$ cat src/rtl/cs_pkg.sv
// Shared constants, state encoding and output arithmetic for the sequenced CS datapath.
package cs_pkg;
    localparam int N_TAPS  = 9;
    localparam int SUM_W   = 12;
    localparam int DIV_CYC = 12;

    typedef enum logic [2:0] {FILL, ACCEPT, SUM, DIV, SCAN, CALC, OUT} state_t;

    // Y = floor((sum + 9*appr) / 8); the 13-bit intermediate peaks at 4590.
    function automatic logic [9:0] calc_y(input logic [SUM_W-1:0] sum, input logic [7:0] appr);
        logic [12:0] t;
        t = {1'b0, sum} + {2'b0, appr, 3'b0} + {5'b0, appr};
        return t[12:3];
    endfunction
endpackage

$ cat src/rtl/cs_div9.sv
// Restoring divide-by-9, one quotient bit per cycle; the start edge performs the first step.
module cs_div9
    import cs_pkg::*;
(
    input  logic             clk,
    input  logic             reset,
    input  logic             start,
    input  logic [SUM_W-1:0] dividend,
    output logic [7:0]       quot,
    output logic             done
);

    logic             run;
    logic [3:0]       cnt;
    logic [3:0]       rem;
    logic [SUM_W-1:0] qd;
    logic [SUM_W-1:0] src;
    logic [4:0]       trial;
    logic             fits;

    // Dividend bits shift out of the top of qd while quotient bits shift in at the bottom.
    always_comb begin
        src   = start ? dividend : qd;
        trial = {start ? 4'd0 : rem, src[SUM_W-1]};
        fits  = (trial >= 5'd9);
    end

    always_ff @(posedge clk) begin
        if (reset) begin
            run  <= 1'b0;
            cnt  <= 4'd0;
            rem  <= 4'd0;
            qd   <= '0;
            done <= 1'b0;
        end else begin
            done <= 1'b0;
            if (start || run) begin
                rem <= fits ? 4'(trial - 5'd9) : trial[3:0];
                qd  <= {src[SUM_W-2:0], fits};
                if (start) begin
                    run <= 1'b1;
                    cnt <= 4'd1;
                end else if (cnt == 4'(DIV_CYC - 1)) begin
                    run  <= 1'b0;
                    done <= 1'b1;
                end else begin
                    cnt <= cnt + 4'd1;
                end
            end
        end
    end

    assign quot = qd[7:0];

endmodule

$ cat src/rtl/cs_seq_ctrl.sv
// Handshaked 9-tap sliding-window controller: sums, averages, picks the closest entry
// at or below the average and emits Y, sharing one accumulator, divider and comparator.
module cs_seq_ctrl
    import cs_pkg::*;
#(
    parameter int DW = 8,
    parameter int YW = 10
) (
    input  logic          clk,
    input  logic          reset,
    input  logic          x_valid,
    input  logic [DW-1:0] x_data,
    output logic          x_ready,
    output logic          y_valid,
    output logic [YW-1:0] y_data,
    input  logic          y_ready,
    output logic          busy
);

    localparam logic [3:0] LAST_TAP = 4'(N_TAPS - 1);

    logic [DW-1:0]    window [N_TAPS];
    state_t           state;
    logic [3:0]       fill;
    logic [3:0]       wptr;
    logic [3:0]       wptr_next;
    logic [3:0]       idx;
    logic [SUM_W-1:0] acc;
    logic [DW-1:0]    appr;
    logic [7:0]       avg;
    logic             div_start;
    logic             div_done;
    logic             x_take;

    assign x_take    = x_valid && x_ready;
    assign wptr_next = (wptr == LAST_TAP) ? 4'd0 : wptr + 4'd1;

    always_ff @(posedge clk) begin
        if (x_take && !reset)
            window[wptr] <= x_data;
    end

    cs_div9 u_div9 (
        .clk      (clk),
        .reset    (reset),
        .start    (div_start),
        .dividend (acc),
        .quot     (avg),
        .done     (div_done)
    );

    always_ff @(posedge clk) begin
        if (reset) begin
            state     <= FILL;
            fill      <= 4'd0;
            wptr      <= 4'd0;
            idx       <= 4'd0;
            acc       <= '0;
            appr      <= '0;
            div_start <= 1'b0;
            x_ready   <= 1'b0;
            y_valid   <= 1'b0;
            y_data    <= '0;
            busy      <= 1'b0;
        end else begin
            div_start <= 1'b0;
            unique case (state)
                FILL: begin
                    x_ready <= 1'b1;
                    if (x_take) begin
                        wptr <= wptr_next;
                        fill <= fill + 4'd1;
                        if (fill == LAST_TAP) begin
                            x_ready <= 1'b0;
                            busy    <= 1'b1;
                            acc     <= '0;
                            idx     <= 4'd0;
                            state   <= SUM;
                        end
                    end
                end
                ACCEPT: begin
                    x_ready <= 1'b1;
                    if (x_take) begin
                        wptr    <= wptr_next;
                        x_ready <= 1'b0;
                        busy    <= 1'b1;
                        acc     <= '0;
                        idx     <= 4'd0;
                        state   <= SUM;
                    end
                end
                SUM: begin
                    acc <= acc + SUM_W'(window[idx]);
                    if (idx == LAST_TAP) begin
                        idx       <= 4'd0;
                        div_start <= 1'b1;
                        state     <= DIV;
                    end else begin
                        idx <= idx + 4'd1;
                    end
                end
                DIV: begin
                    if (div_done) begin
                        appr  <= '0;
                        idx   <= 4'd0;
                        state <= SCAN;
                    end
                end
                // The minimum never exceeds the average, so some entry always qualifies.
                SCAN: begin
                    if (window[idx] <= avg && window[idx] > appr)
                        appr <= window[idx];
                    if (idx == LAST_TAP) begin
                        idx   <= 4'd0;
                        state <= CALC;
                    end else begin
                        idx <= idx + 4'd1;
                    end
                end
                CALC: begin
                    y_data  <= calc_y(acc, appr);
                    y_valid <= 1'b1;
                    busy    <= 1'b0;
                    state   <= OUT;
                end
                OUT: begin
                    if (y_ready) begin
                        y_valid <= 1'b0;
                        x_ready <= 1'b1;
                        state   <= ACCEPT;
                    end
                end
                default: state <= FILL;
            endcase
        end
    end

endmodule
$ cat config.mk
export PLATFORM = sky130hd
export DESIGN_NAME = cs_seq_ctrl
export DESIGN_NICKNAME = d
export VERILOG_FILES = /design/src/rtl/cs_pkg.sv /design/src/rtl/cs_div9.sv /design/src/rtl/cs_seq_ctrl.sv
export SDC_FILE = /design/constraint.sdc
export NUM_CORES = 1
export LEC_CHECK = 0
export ABC_AREA = 1
export BUFFER_PORTS_ARGS = -buffer_cell sky130_fd_sc_hd__buf_2
export CORE_UTILIZATION = 60
export DETAILED_ROUTE_END_ITERATION = 8
export PLACE_DENSITY = 0.86
export SYNTH_ARGS = -nofsm -noshare
export SYNTH_HDL_FRONTEND = slang
export SYNTH_SLANG_ARGS = --single-unit
export TNS_END_PERCENT = 10
$ cat constraint.sdc
create_clock -name clk -period 2.9 [get_ports clk]
set_clock_uncertainty 0.05 [all_clocks]
set_input_delay 0.58 -clock clk [delete_from_list [all_inputs] [get_ports clk]]
set_output_delay 0.58 -clock clk [all_outputs]
set_load 0.03 [all_outputs]
After elaboration in Yosys (flattened, before gate mapping)
Memory sizes are Yosys's and may differ from the RTL's. A register that Yosys moved wholly into a read port is not among the register bits.
Cells that the tools add are included.
- multiplexer cells: 46
- magnitude comparators: 3
- add/sub/neg operators: 8
- equality and inequality tests: 19
- bitwise logic cells: 2
- reductions and logical operators: 28
- operators by type and width (kind ; number):
    two-way mux 12 bit ; 4
    two-way mux 4 bit ; 12
    one-hot mux 12 bit (3 select lines) ; 1
    two-way mux 3 bit ; 7
    one-hot mux 3 bit (7 select lines) ; 1
    adder 4 x 1 -> 4 bit, second input constant ; 4
    equality test 4 bit, second input constant ; 4
    two-way mux 8 bit ; 2
    != test 2 bit, second input constant ; 8
    one-hot mux 4 bit (4 select lines) ; 1
    one-hot mux 8 bit (2 select lines) ; 1
    two-way mux 1 bit ; 14
    adder 12 x 11 -> 13 bit ; 1
    adder 13 x 8 -> 13 bit ; 1
    adder 12 x 8 -> 12 bit ; 1
    AND reduction 2 bit ; 6
    equality test 3 bit, second input constant ; 3
    nonzero test 3 bit ; 3
    greater-than comparator 8 bit ; 1
    less-or-equal comparator 8 bit ; 1
    AND reduction 4 bit ; 2
    AND reduction 7 bit ; 1
    equality test 3 x 2 -> 1 bit, second input constant ; 2
    one-hot mux 1 bit (3 select lines) ; 2
    other kinds (16) ; 23
- memories: 1
- bits of input ports: 12
- bits in writable memories: 72
- flip-flop bits (word level): 71
- memories (name ; words ; width ; read ports ; clocked after Yosys merged registers in ; write ports ; RTL line ; source):
    window ; 9 ; 8 ; 1 ; 1 ; 1 ; cs_seq_ctrl.sv:22 ; logic [DW-1:0] window [N_TAPS];

Longest topological paths before layout
- depth after elaboration: 6
- gate-level depth with buffers: 24
- mapped depth without buffers: 22

By module
Synthesis repeated with hierarchy kept, for this count alone.
- cell total of the unflattened synthesis: 973
- area total of the unflattened synthesis: 7965.1 um^2
- modules (own cells, without submodules) (module ; sequential area each (um^2) ; area each (um^2) ; cells an instance ; times used):
    cs_seq_ctrl ; 3223.1 ; 6715.2 ; 800 ; 1
    cs_div9 ; 440.4 ; 1249.9 ; 173 ; 1

Least setup slack after synthesis
OpenSTA, ideal clock, no wires.
- kind: reg-to-reg
- start: register (tool-made name)
- end: register acc[8]
- cell stages (with the launch flop): 17
- arrival: 2.263 ns
- setup slack: 0.474 ns
- setup time: 0.113 ns
- clock period less this slack: 2.426 ns
- cell sequence: dfxtp_1 buf_6 inv_4 buf_4 o21ai_0 nand3_1 nand3_1 nand2_1 ha_1 fa_1 nand3_1 nand2_1 and3_1 o21ai_0 nand2_1 nand2_1 nor2_1
- RTL lines (what ; RTL line ; source):
    end signal: assignment ; cs_seq_ctrl.sv:94 ; acc <= acc + SUM_W'(window[idx]);
    end: declaration ; cs_seq_ctrl.sv:28 ; logic [SUM_W-1:0] acc;

==> run_results.csv <==
group,metric,value,unit
synth,yosys.cell_types.count,46,
die,dieArea,0.0133,mm2
die,rows,41,
detailed_routing,vias_per_cell,5.51,
critical_path,end_kind,"flop",
detailed_routing,wl_per_cell,14.5,um
synth,synth_edf_count,72,
pwr,clkPwrFrac,51.1,%
cells_and_area,final_nets,1016,
timing,slew_viol_final,0,
placed_design,dpl_worst_slack,202,ps
cells_and_area,layout_commonest_cell,"nand2_1",
global_route,top_usage_layer,"met2",
synth,synth_area,0.00773,mm2
critical_path,path_cells,"inv_4 -> o211ai_1 -> nand3_1 -> nand3_1 -> nand2_1 -> ha_1 -> nand2_1 -> nor2_1 -> nand3_1 -> nand3_1 -> nand4_1 -> nand2_1 -> nor2_1",
synth,synth_seq_cells,147,
clocking,cts_root_buf,"clkbuf_16",
placed_design,gp_congestion,0.941,
detailed_routing,drt-total-wl,16400,um
timing,post-route-period-util,92.3,%
clocking,cts.sinks,147,
synth,synthFlopType,"dfxtp_1",
global_route,grtUsageTotal,26.6,%
clocking,htree_num_levels,4,
cells_and_area,diodes,0,
global_route,grt-ovfl-total,0,
pwr,switching_power,951,uW
synth,synthCells,916,
die,fp.dieH,115,um
die,start_util,61.5,%
timing,setup_tns,0,ps
detailed_routing,drtIter0Drc,601,
placed_design,dp_hpwl,11200,um
critical_path,worstPathArrival,2940,ps
critical_path,max_stage_delay,470,ps
cells_and_area,area_growth_syn_to_layout,12.2,%
synth,ys_warn_count,0,
detailed_routing,remaining_drc_errors,0,
critical_path,crit_fanout,26,
die,die_w,115,um
detailed_routing,via_count,6246,
critical_path,r2r_slack,220,ps
pwr,ir_drop,428,uV
global_route,met2_usage,42.7,%
synth,avgSynthCellArea,8.44,um2
timing,period_needed,2680,ps
critical_path,cp_common_cell,"nand3_1",
cells_and_area,post-route-util,69.0,%
detailed_routing,ant_nets,0,
placed_design,io_buffers,24,
global_route,globalRouteMet1Util,35.1,%
pwr,power.density,545,mW/mm2
detailed_routing,drt_pre_antenna_iters,6,
critical_path,crit_slowest_cell,"dfxtp_1",
critical_path,crit_type,"flop to flop",
synth,synth_nets,984,
timing,hold_violations,0,
critical_path,cp_top_family,"simple AND/OR/NAND/NOR gates",
clocking,clk_pin_slew,60,ps
clocking,cts_tree,"built",
timing,slew_headroom,55.1,%
global_route,grt_max_degree,46,
job,max-cap-violations,0,
critical_path,crit_buf_inv,1,
critical_path,startpoint_type,"flop",
pwr,leakage,0.00374,uW
timing,setup_viol,0,
synth,ys_seq_area_share,47.4,%
timing,worst_slew_pin_slew,672,ps
pwr,p_int,3780,uW
pwr,finalPower,4730,uW
timing,clock.fmax,374,MHz
timing,rsz0062_at_grt,"yes",
clocking,numCtsBuffers,17,
hold_path,hold_path.class,"primary input to flop",
global_route,grt_pass1_vias,5732,
synth,async_flop_share,0,%
global_route,grt_pass1_wl,27100,um
global_route,antenna_found_initial,0,
die,core_area,0.0126,mm2
clocking,clk_latency,430,ps
pwr,switching_share,20.1,%
pwr,p_comb_share,2.5,%
pwr,seqPwrFrac,46.4,%
global_route,use_met3,4.86,%
cells_and_area,drive_above_1_share,10.2,%
clocking,clk_path_buf_depth,2,
die,num_io_pins,25,
cells_and_area,final_cell_mix,"nand2_1, inv_1, nor2_1",
critical_path,required,3170,ps
timing,worst_slack,224,ps
outcome,status,"complete, no violations",
cell families after synthesis:
logic type      count (synthesis)  share of synthesized area, %
compound gates                144                          11.0
xor+xnor                        8                         0.907
fa+ha+maj                      56                          9.65
buf+inv                       134                          7.38
flops                         147                          47.4
simple gates                  427                          23.6
sequential cells by signal, summed over array words and instances (netlist names), 3 cells and up, named ones only:
| name | flops |
|---|---|
| u_div9.rem | 4 |
| appr | 8 |
| fill | 4 |
| wptr | 4 |
| u_div9.cnt | 4 |
| u_div9.qd | 12 |
| acc | 12 |
| idx | 4 |
| window | 72 |
| state | 3 |
| y_data | 10 |
repair_timing:
item                                    in CTS  in global routing
hold buffers                                 0                  0
endpoints found under the hold margin        0                  0
buffers inserted                             0                  0
endpoints found under the setup margin       0                  8
gates resized for setup                      0                  5
metal layers:
metal / vias to the layer above / wire, um
met5: - / 0
met4: 0 / 461
met3: 36 / 1010
met2: 221 / 7810
met1: 2866 / 7130
li1: 3123 / -
through the flow:
stage	hold WS (ps)	cell area (um2)	instances
after floorplan	389	7730	916
after global placement	400	8020	1101
after detailed placement	406	8020	1101
after CTS	389	8670	1133
after global routing	407	8670	1133
final	403	8670	1133
Yosys cell counts, types with 4 or more instances:
library cell / number / area share [%]
o21bai_1: 6 / 0.58
nand4_1: 8 / 0.65
nor2_2: 7 / 0.57
nor3_1: 20 / 1.3
nand2_1: 229 / 11
buf_2: 6 / 0.39
edfxtp_1: 72 / 28
nand2_4: 5 / 0.73
fa_1: 6 / 1.6
xor2_1: 4 / 0.45
inv_1: 101 / 4.9
xnor2_1: 4 / 0.45
inv_2: 6 / 0.29
nand2_2: 4 / 0.32
ha_1: 50 / 8.1
a221oi_1: 7 / 0.79
clkbuf_1: 8 / 0.39
o21a_1: 5 / 0.49
a21oi_1: 47 / 3.0
buf_4: 5 / 0.49
o21ai_0: 49 / 3.2
o21ai_1: 7 / 0.45
nor2_1: 84 / 4.1
o211ai_1: 7 / 0.68
dfxtp_1: 75 / 19
nand3_1: 63 / 4.1
cell type report:
cell class / count / area [um2]
Clock buffer: 20 / 447
Clock inverter: 12 / 203
Fill cell: 906 / 3900
Inverter: 111 / 427
Multi-Input combinational cell: 635 / 3490
Sequential cell: 147 / 3660
Tap cell: 172 / 215
Timing Repair Buffer: 36 / 223
worst paths after layout:
| check | end | start | cells after the start |
|---|---|---|---|
| min reg2reg | y_valid$_SDFFE_PP0P_ | y_valid$_SDFFE_PP0P_ | 2 |
| max | acc[11]$_SDFFE_PP0P_ | flop | 13 |
| max reg2reg | acc[11]$_SDFFE_PP0P_ | flop | 13 |
| min | window[8][3]$_DFFE_PP_ | x_data[3] | 1 |
power by group through the flow:
stage	Combinational, uW	Clock (uW)	Sequential [uW]
finish	120	2410	2190
global placement	114	0	2240
CTS	120	2430	2190
global route	136	2520	2190
detailed placement	118	0	2240
floorplan	72.1	0	2240
No activity file was read; power rests on OpenSTA's default activity.
